## src/rtl/reg_write_arbiter.sv

```systemverilog
// Two-requester register-file write arbiter: per-requester FIFOs, round-robin
// grant of queue heads into a registered write stage, plus a pending-register map.
module reg_write_arbiter #(
  parameter int DATA_W = 16,
  parameter int DEPTH  = 2
) (
  input  logic              clk,
  input  logic              rst_n,
  input  logic              req0_valid,
  input  logic [3:0]        req0_reg,
  input  logic [DATA_W-1:0] req0_data,
  output logic              req0_ready,
  input  logic              req1_valid,
  input  logic [3:0]        req1_reg,
  input  logic [DATA_W-1:0] req1_data,
  output logic              req1_ready,
  output logic              reg_write,
  output logic [3:0]        write_reg,
  output logic [DATA_W-1:0] write_data,
  output logic [15:0]       pending
);

  localparam int PTR_W = $clog2(DEPTH);
  localparam int CNT_W = PTR_W + 1;

  logic [1:0]        in_valid;
  logic [3:0]        in_reg  [2];
  logic [DATA_W-1:0] in_data [2];
  logic [1:0]        ready;
  logic [1:0]        push;
  logic [1:0]        pop;
  logic [1:0]        not_empty;

  logic [3:0]        q_reg_q  [2][DEPTH];
  logic [DATA_W-1:0] q_data_q [2][DEPTH];
  logic [PTR_W-1:0]  wr_ptr_q [2];
  logic [PTR_W-1:0]  rd_ptr_q [2];
  logic [CNT_W-1:0]  cnt_q    [2];

  logic              alive_q;
  logic              last_q;
  logic              grant_any;
  logic              grant_sel;
  logic [3:0]        head_reg;
  logic [DATA_W-1:0] head_data;

  logic              reg_write_q;
  logic [3:0]        write_reg_q;
  logic [DATA_W-1:0] write_data_q;
  logic [15:0]       pend_vec;

  assign in_valid   = {req1_valid, req0_valid};
  assign in_reg[0]  = req0_reg;
  assign in_reg[1]  = req1_reg;
  assign in_data[0] = req0_data;
  assign in_data[1] = req1_data;

  // alive_q holds the readies low until the first edge after reset release
  always_comb begin
    for (int i = 0; i < 2; i++) begin
      not_empty[i] = (cnt_q[i] != '0);
      ready[i]     = alive_q && (cnt_q[i] < CNT_W'(DEPTH));
      push[i]      = in_valid[i] && ready[i];
    end
  end

  // last_q names the requester granted most recently; both waiting -> the other one
  always_comb begin
    grant_any = |not_empty;
    grant_sel = not_empty[1] && (!not_empty[0] || !last_q);
    pop       = '0;
    if (grant_any) pop[grant_sel] = 1'b1;
    head_reg  = q_reg_q[grant_sel][rd_ptr_q[grant_sel]];
    head_data = q_data_q[grant_sel][rd_ptr_q[grant_sel]];
  end

  always_ff @(posedge clk) begin
    for (int i = 0; i < 2; i++) begin
      if (push[i]) begin
        q_reg_q[i][wr_ptr_q[i]]  <= in_reg[i];
        q_data_q[i][wr_ptr_q[i]] <= in_data[i];
      end
    end
  end

  always_ff @(posedge clk or negedge rst_n) begin
    if (!rst_n) begin
      for (int i = 0; i < 2; i++) begin
        wr_ptr_q[i] <= '0;
        rd_ptr_q[i] <= '0;
        cnt_q[i]    <= '0;
      end
    end else begin
      for (int i = 0; i < 2; i++) begin
        if (push[i]) wr_ptr_q[i] <= wr_ptr_q[i] + 1'b1;
        if (pop[i])  rd_ptr_q[i] <= rd_ptr_q[i] + 1'b1;
        cnt_q[i] <= cnt_q[i] + CNT_W'(push[i]) - CNT_W'(pop[i]);
      end
    end
  end

  // A granted write to r_0 still pops, but never raises the strobe
  always_ff @(posedge clk or negedge rst_n) begin
    if (!rst_n) begin
      alive_q      <= 1'b0;
      last_q       <= 1'b1;
      reg_write_q  <= 1'b0;
      write_reg_q  <= '0;
      write_data_q <= '0;
    end else begin
      alive_q     <= 1'b1;
      reg_write_q <= grant_any && (head_reg != 4'd0);
      if (grant_any) begin
        last_q       <= grant_sel;
        write_reg_q  <= head_reg;
        write_data_q <= head_data;
      end
    end
  end

  always_comb begin
    pend_vec = '0;
    for (int i = 0; i < 2; i++) begin
      for (int k = 0; k < DEPTH; k++) begin
        if (CNT_W'(k) < cnt_q[i]) pend_vec[q_reg_q[i][rd_ptr_q[i] + PTR_W'(k)]] = 1'b1;
      end
    end
    if (reg_write_q) pend_vec[write_reg_q] = 1'b1;
    pend_vec[0] = 1'b0;
  end

  assign req0_ready = ready[0];
  assign req1_ready = ready[1];
  assign reg_write  = reg_write_q;
  assign write_reg  = write_reg_q;
  assign write_data = write_data_q;
  assign pending    = pend_vec;

endmodule

```

## config.mk

```make
export PLATFORM = sky130hd
export DESIGN_NAME = reg_write_arbiter
export DESIGN_NICKNAME = d
export VERILOG_FILES = /design/src/rtl/reg_write_arbiter.sv
export SDC_FILE = /design/constraint.sdc
export NUM_CORES = 1
export LEC_CHECK = 0
export CORE_MARGIN = 10
export CORE_UTILIZATION = 24
export DETAILED_ROUTE_END_ITERATION = 10
export GPL_ROUTABILITY_DRIVEN = 0
export SKIP_CTS_REPAIR_TIMING = 1
export SYNTH_ARGS = -nofsm -noshare
export SYNTH_HDL_FRONTEND = slang
export SYNTH_SLANG_ARGS = --single-unit
export TNS_END_PERCENT = 100
```

## constraint.sdc

```tcl
create_clock -name clk -period 2.45 [get_ports clk]
set_input_delay 0.245 -clock clk [delete_from_list [all_inputs] [get_ports clk]]
set_output_delay 0.245 -clock clk [all_outputs]
set_load 0.02 [all_outputs]
```

==> results of run 1 <==
## routing by layer
layer / track usage / routed length [µm] / vias up
met5: 0 / 0 / -
met4: 0.0284 / 282 / 0
met3: 0.0296 / 1020 / 28
met2: 0.171 / 7230 / 166
met1: 0.117 / 6130 / 1898
li1: - / - / 1965
## power breakdown
part	internal (mW)	switching, mW	total [mW]
clock network	0.703	0.675	1.38
registers	2.46	0.316	2.78
logic	1.86	2.44	4.31
total	5.03	3.44	8.46
## layout by cell type, fill, tap and decap left out, types with 4 or more instances in the layout
cell type and count:
o21a_1 4, a211oi_1 23, nor2_1 16, clkbuf_16 9, nand3b_1 9, ha_1 4
a32oi_1 4, nand2b_1 14, dlymetal6s2s_1 6, o21ai_0 8, o32ai_1 4, nand3_1 9
o211ai_1 5, o21ai_1 4, a21oi_1 7, o31ai_1 16, buf_4 46, mux2_2 5
edfxtp_1 80, dfrtp_1 28, a22oi_1 4, a211oi_2 9, a31oi_1 4, and3_1 5
inv_1 10, nor3_1 8, clkdlybuf4s50_1 66, mux2i_1 11, or3b_2 6, o22ai_1 7
xnor2_1 7, nor2b_1 36, clkbuf_2 7, nand2_1 44
## worst paths after layout
| kind | start | to | slack, ps | cells past startpoint |
|---|---|---|---|---|
| max reg2reg | cnt_q[3] | cnt_q[3] | 250 | 9 |
| min reg2reg | write_data[8] | write_data[8] | 480 | 2 |
| max in group asynchronous | rst_n | rd_ptr_q[0] | 1800 | 2 |
| max | rd_ptr_q[0] | pending[11] | 70 | 7 |
| min in group clk | req0_data[10] | q_data_q[0][26] | 470 | 1 |
| min | rst_n | write_data[0] | 300 | 2 |
## layout make-up
cell class	count	share of cell area
sequential	111	0.445
timing repair buffer	127	0.162
inverter	11	0.00577
tap	285	0.0498
clock inverter	7	0.00752
multi-input combinational	314	0.299
clock buffer	9	0.0315
## logic make-up (layout without fill, tap and decap cells)
| kind of cell | Yosys count | after routing | share of synthesized area |
|---|---|---|---|
| compound gates | 119 | 119 | 0.164 |
| buf+inv | 40 | 154 | 0.0391 |
| xor+xnor | 8 | 8 | 0.0127 |
| flops | 111 | 111 | 0.578 |
| fa+ha+maj | 4 | 4 | 0.00910 |
| mux | 20 | 20 | 0.0393 |
| other cells | 2 | 2 | 0.00137 |
| simple gates | 161 | 161 | 0.157 |
## Yosys cell counts (all sizes together) (5+ instances only)
cell type,number
edfxtp,80
nand2,44
nor2b,36
a211oi,32
dfrtp,30
buf,21
nor2,19
o31ai,16
nand2b,14
o21ai,14
mux2i,13
inv,11
a21oi,9
nand3,9
nand3b,9
o22ai,9
clkbuf,8
nor3,8
mux2,7
xnor2,7
or3b,6
and3,5
o211ai,5
## critical path, stage by stage, from the launching register on
cell and delay [ps]:
dfrtp_2 440, buf_12 180, nand2b_1 200, o32ai_1 130, buf_4 160, a222oi_1 360, o211ai_1 160, clkbuf_2 180
## metrics by stage
stage | setup TNS [ps] | cell area, µm² | utilization
finish | 0 | 7150 | 0.317
global placement | 0 | 6870 | 0.304
global route | 0 | 7150 | 0.317
detailed placement | 0 | 6870 | 0.304
CTS | -4210 | 7150 | 0.317
floorplan | 0 | 5500 | -
==> out/metrics.cfg, run 1 <==
[sta]
hold_ws_ps = 297
relSlewSlack = 0.624
final-hold-violation-count = 0
worst_slack_ps = 67.4
finClkSkew_ps = 12.1
report.final.slew_viol_count = 0
setup_viol = 0
rsz0062_at_grt = no
timing.final.crit_period_ps = 2380
worstMarginPinSlew_ps = 549
fmax_mhz = 420
fin_crit_sh = 0.972

[synth]
ys_seq_elements = 111
yosysTopAreaCellShare = 0.437
synth_edf_count = 80
ys_seq_area_frac = 0.578
yosys_warnings = 0
synth_area_leaders = edfxtp_1 44%, dfrtp_1 14%, nor2b_1 4.1%, a211oi_1 3.1%, nand2_1 3.0%
synth_nets = 513
avgSynthCellArea_um2 = 11.8
ys_types = 56
yosys.area.top_type = edfxtp_1
synthCells = 465
yosys_most_used_dff = edfxtp_1
syn_area_um2 = 5500
synthArstFlopShare = 0.279

[final_layout]
area_growth_pct = 30.0
largest_reg_flops = 64
layout.nets = 622
stdcell_count = 864
multi_input_area_um2 = 2140
regArea_um2 = 3180
antenna_cells = 0
fill_cells = 2352
drive_gt1_frac = 0.188

[floorplanning]
fp.dieW_um = 171
die_area_um2 = 29400
die_h_um = 171
core_area_um2 = 22600
start_util = 0.244
num_rows = 55
io_pins = 83

[job]
drv_cap = 0

[clock_network]
path_clk_slew_ps = 80
cts.sinks = 111
htree_levels = 3
cts_buffer_depth = 2
cts_tree = yes
numCtsBuffers = 9
clk_latency_ps = 350
clockRootBuffer = clkbuf_16

[global_route]
grt_pass1_wl_um = 22400
grt_overflow = 0
grt_pass1_vias = 4020
grtUsageTotal = 0.0992
antenna_found_initial = 0
grt_max_degree = 42

[setup_path]
worstPathArrival_ps = 2140
end_kind = output port
start_kind = flop
path_max_fanout = 23
worstPathRequired_ps = 2200
crit_type = flop to output port

[power_and_ir_drop]
power_density_nw_per_um2 = 1180
ir_worst_vdd_mv = 0.616
total_power_mw = 8.46
leakagePower_nw = 2.62

[drt]
num_vias = 4057
drt_iter0_drc = 434
via_per_inst = 4.70
detail_route.wl_per_cell_um = 17.0
drcViolationCount = 0
ant_nets = 0
totalWireLength_um = 14700
first_pass_iters = 9

[status]
status = completed

[placed_design]
dp_hpwl_um = 11100
place_inst = 848
pre_cts_slack_ps = 41.8
numPortBuffers = 81

[min_path]
holdCritPathClass = input pin to async pin

Power figures use the tool's default switching activity.
==> run 2: changes to the inputs <==
--- a/config.mk
+++ b/config.mk
@@ -9,7 +9,6 @@
 export CORE_UTILIZATION = 24
 export DETAILED_ROUTE_END_ITERATION = 10
 export GPL_ROUTABILITY_DRIVEN = 0
-export SKIP_CTS_REPAIR_TIMING = 1
 export SYNTH_ARGS = -nofsm -noshare
 export SYNTH_HDL_FRONTEND = slang
 export SYNTH_SLANG_ARGS = --single-unit
==> out/metrics.cfg, run 2 (synthesis results as in run 1) <==
[status]
status = completed  ; unchanged

[clock_network]
path_clk_slew_ps = 70  ; was 80 ps
cts_tree = yes  ; unchanged
clk_latency_ps = 350  ; about the same
numCtsBuffers = 9  ; unchanged
ctsHoldBuffers = 0
clockRootBuffer = clkbuf_16  ; unchanged
htree_levels = 3  ; unchanged
cts.sinks = 111  ; unchanged
cts_buffer_depth = 2  ; unchanged

[global_route]
grt_overflow = 0  ; unchanged
antenna_found_initial = 0  ; unchanged
grt_pass1_wl_um = 22500  ; was 22,400 µm
grt_max_degree = 42  ; unchanged
grt_pass1_vias = 4032  ; was 4,020
grtUsageTotal = 0.0993  ; was 0.0992

[setup_path]
critPathBufInv = 2  ; was 3
path_max_fanout = 23  ; unchanged
end_kind = output port  ; unchanged
worstPathArrival_ps = 2100  ; was 2140 ps
crit_slowest_cell = dfrtp_2  ; unchanged
worstPathCellList = buf_12 -> mux2_4 -> and3_1 -> or3_1 -> clkdlybuf4s15_2  ; was buf_12 -> nand2b_1 -> o32ai_1 -> buf_4 -> a222oi_1 -> o211ai_1 -> clkbuf_2
crit_type = flop to output port  ; unchanged
cpLargestDelayFamily = simple AND/OR/NAND/NOR gates  ; was compound AO/OA/AOI/OAI gates
start_kind = flop  ; unchanged
worstPathRequired_ps = 2200  ; about the same
critPathMaxStageDelay_ps = 450  ; was 440 ps

[sta]
finalSetupTns_ps = 0  ; unchanged
finClkSkew_ps = 10.6  ; was 12.1 ps
relSlewSlack = 0.631  ; was 0.624
fin_crit_sh = 0.959  ; was 0.972
worst_slack_ps = 101  ; was 67.4 ps
fmax_mhz = 426  ; was 420 MHz
worstMarginPinSlew_ps = 539  ; was 549 ps
timing.final.crit_period_ps = 2350  ; was 2380 ps
report.final.slew_viol_count = 0  ; unchanged
final-hold-violation-count = 0  ; unchanged
rsz0062_at_grt = no  ; unchanged
setup_viol = 0  ; unchanged

[min_path]
holdCritPathClass = input pin to async pin  ; unchanged

[final_layout]
stdcell_count = 865  ; was 864
area_growth_pct = 29.8  ; was 30.0%
drive_gt1_frac = 0.198  ; was 0.188
final_common_cell = edfxtp_1  ; unchanged
final_cell_mix = 80 x edfxtp_1, 66 x clkdlybuf4s50_1, 46 x buf_4, 44 x nand2_1, 36 x nor2b_1  ; unchanged
regArea_um2 = 3180  ; unchanged
multi_input_area_um2 = 2150  ; was 2140 µm²
final_area_um2 = 7140  ; was 7150 µm²
largest_reg_flops = 64  ; unchanged
fill_cells = 2347  ; was 2,352
antenna_cells = 0  ; unchanged
layout.nets = 623  ; was 622

[drt]
via_per_inst = 4.71  ; was 4.70
num_vias = 4075  ; was 4,057
detail_route.wl_per_cell_um = 16.9  ; was 17.0 µm
first_pass_iters = 5  ; was 9
ant_nets = 0  ; unchanged
drt_iter0_drc = 358  ; was 434
totalWireLength_um = 14600  ; was 14,700 µm
drcViolationCount = 0  ; unchanged

[power_and_ir_drop]
comb_power_share = 0.508  ; was 0.509
internal_power_mw = 5.00  ; was 5.03 mW
ir_worst_vdd_mv = 0.618  ; was 0.616 mV
switching_share = 0.407  ; was 0.406
leakagePower_nw = 2.55  ; was 2.62 nW
power.switching_mw = 3.44  ; about the same
total_power_mw = 8.45  ; was 8.46 mW
p_clk_frac = 0.163  ; about the same
power_density_nw_per_um2 = 1180  ; about the same
seqPwrFrac = 0.329  ; was 0.328

[floorplanning]
fp.dieW_um = 171  ; unchanged
start_util = 0.244  ; unchanged
die_h_um = 171  ; unchanged
num_rows = 55  ; unchanged
die_area_um2 = 29400  ; unchanged
io_pins = 83  ; unchanged
core_area_um2 = 22600  ; unchanged

[job]
drv_cap = 0  ; unchanged

[placed_design]
placed_area_um2 = 6870  ; unchanged
numPortBuffers = 81  ; unchanged
dp_hpwl_um = 11100  ; unchanged
pre_cts_slack_ps = 41.8  ; unchanged
place_inst = 848  ; unchanged

run 2: changes by cell type in the layout (fill, tap and decap cells not counted), sizes merged:
| cell | delta |
|---|---|
| dlymetal6s2s | -6 |
| clkdlybuf4s15 | +1 |
| dlygate4sd2 | +2 |
| buf | +5 |
| clkbuf | -1 |
run 2: per-stage QoR:
step | utilization | hold slack, ps
after global routing | 0.316 | 333
after detailed placement | 0.304 | 469
final | 0.316 | 299
after global placement | 0.304 | 460
after floorplan | - | -50.6
after CTS | 0.318 | 322
run 2: power groups by stage:
stage	Clock, mW	Sequential (mW)	Combinational [mW]
4_1_cts	1.41	2.77	4.36
5_1_grt	1.49	2.84	4.70
2_1_floorplan	0	2.93	2.58
3_3_place_gp	0	2.80	4.36
3_5_place_dp	0	2.80	4.41
6_report	1.37	2.78	4.29
run 2: worst register-to-register path, delay by kind of cell, from the launching register on:
family / cells / cell delay (ps)
buffers and inverters: 2 / 230
AOI/OAI and AO/OA: 1 / 230
adders and majority gates: 2 / 450
DFF: 1 / 440
and+or+nand+nor: 2 / 440
xor gates and xnor gates: 2 / 330
run 2: cell type report:
class                      instances  area share
sequential                       111       0.446
multi-input combinational        314       0.302
timing repair buffer             128       0.158
tap                              285      0.0499
clock buffer                       9      0.0315
clock inverter                     7     0.00753
inverter                          11     0.00578
run 2: layer usage:
metal,wire [µm],GRT usage,vias to the layer above
li1,-,-,1971
met1,6160,0.117,1917
met2,7190,0.171,163
met3,1010,0.0300,24
met4,259,0.0284,0
met5,0,0,-
run 2: worst paths after layout:
check,from,end,slack [ps],cells past startpoint
hold reg to reg,write_data[8],write_data[8],480,2
max in group asynchronous,rst_n,rd_ptr_q[0],1800,2
setup / recovery,rd_ptr_q[0],pending[2],100,5
setup reg to reg,cnt_q[3],cnt_q[3],270,9
hold / removal,rst_n,write_data[0],300,2
min in group clk,req0_data[10],q_data_q[0][26],470,1
run 2: timing repair:
action,4_1_cts,5_1_grt
gates resized for setup,36,23
setup buffers,1,0
setup endpoints to repair,15,13
pin swaps,0,1
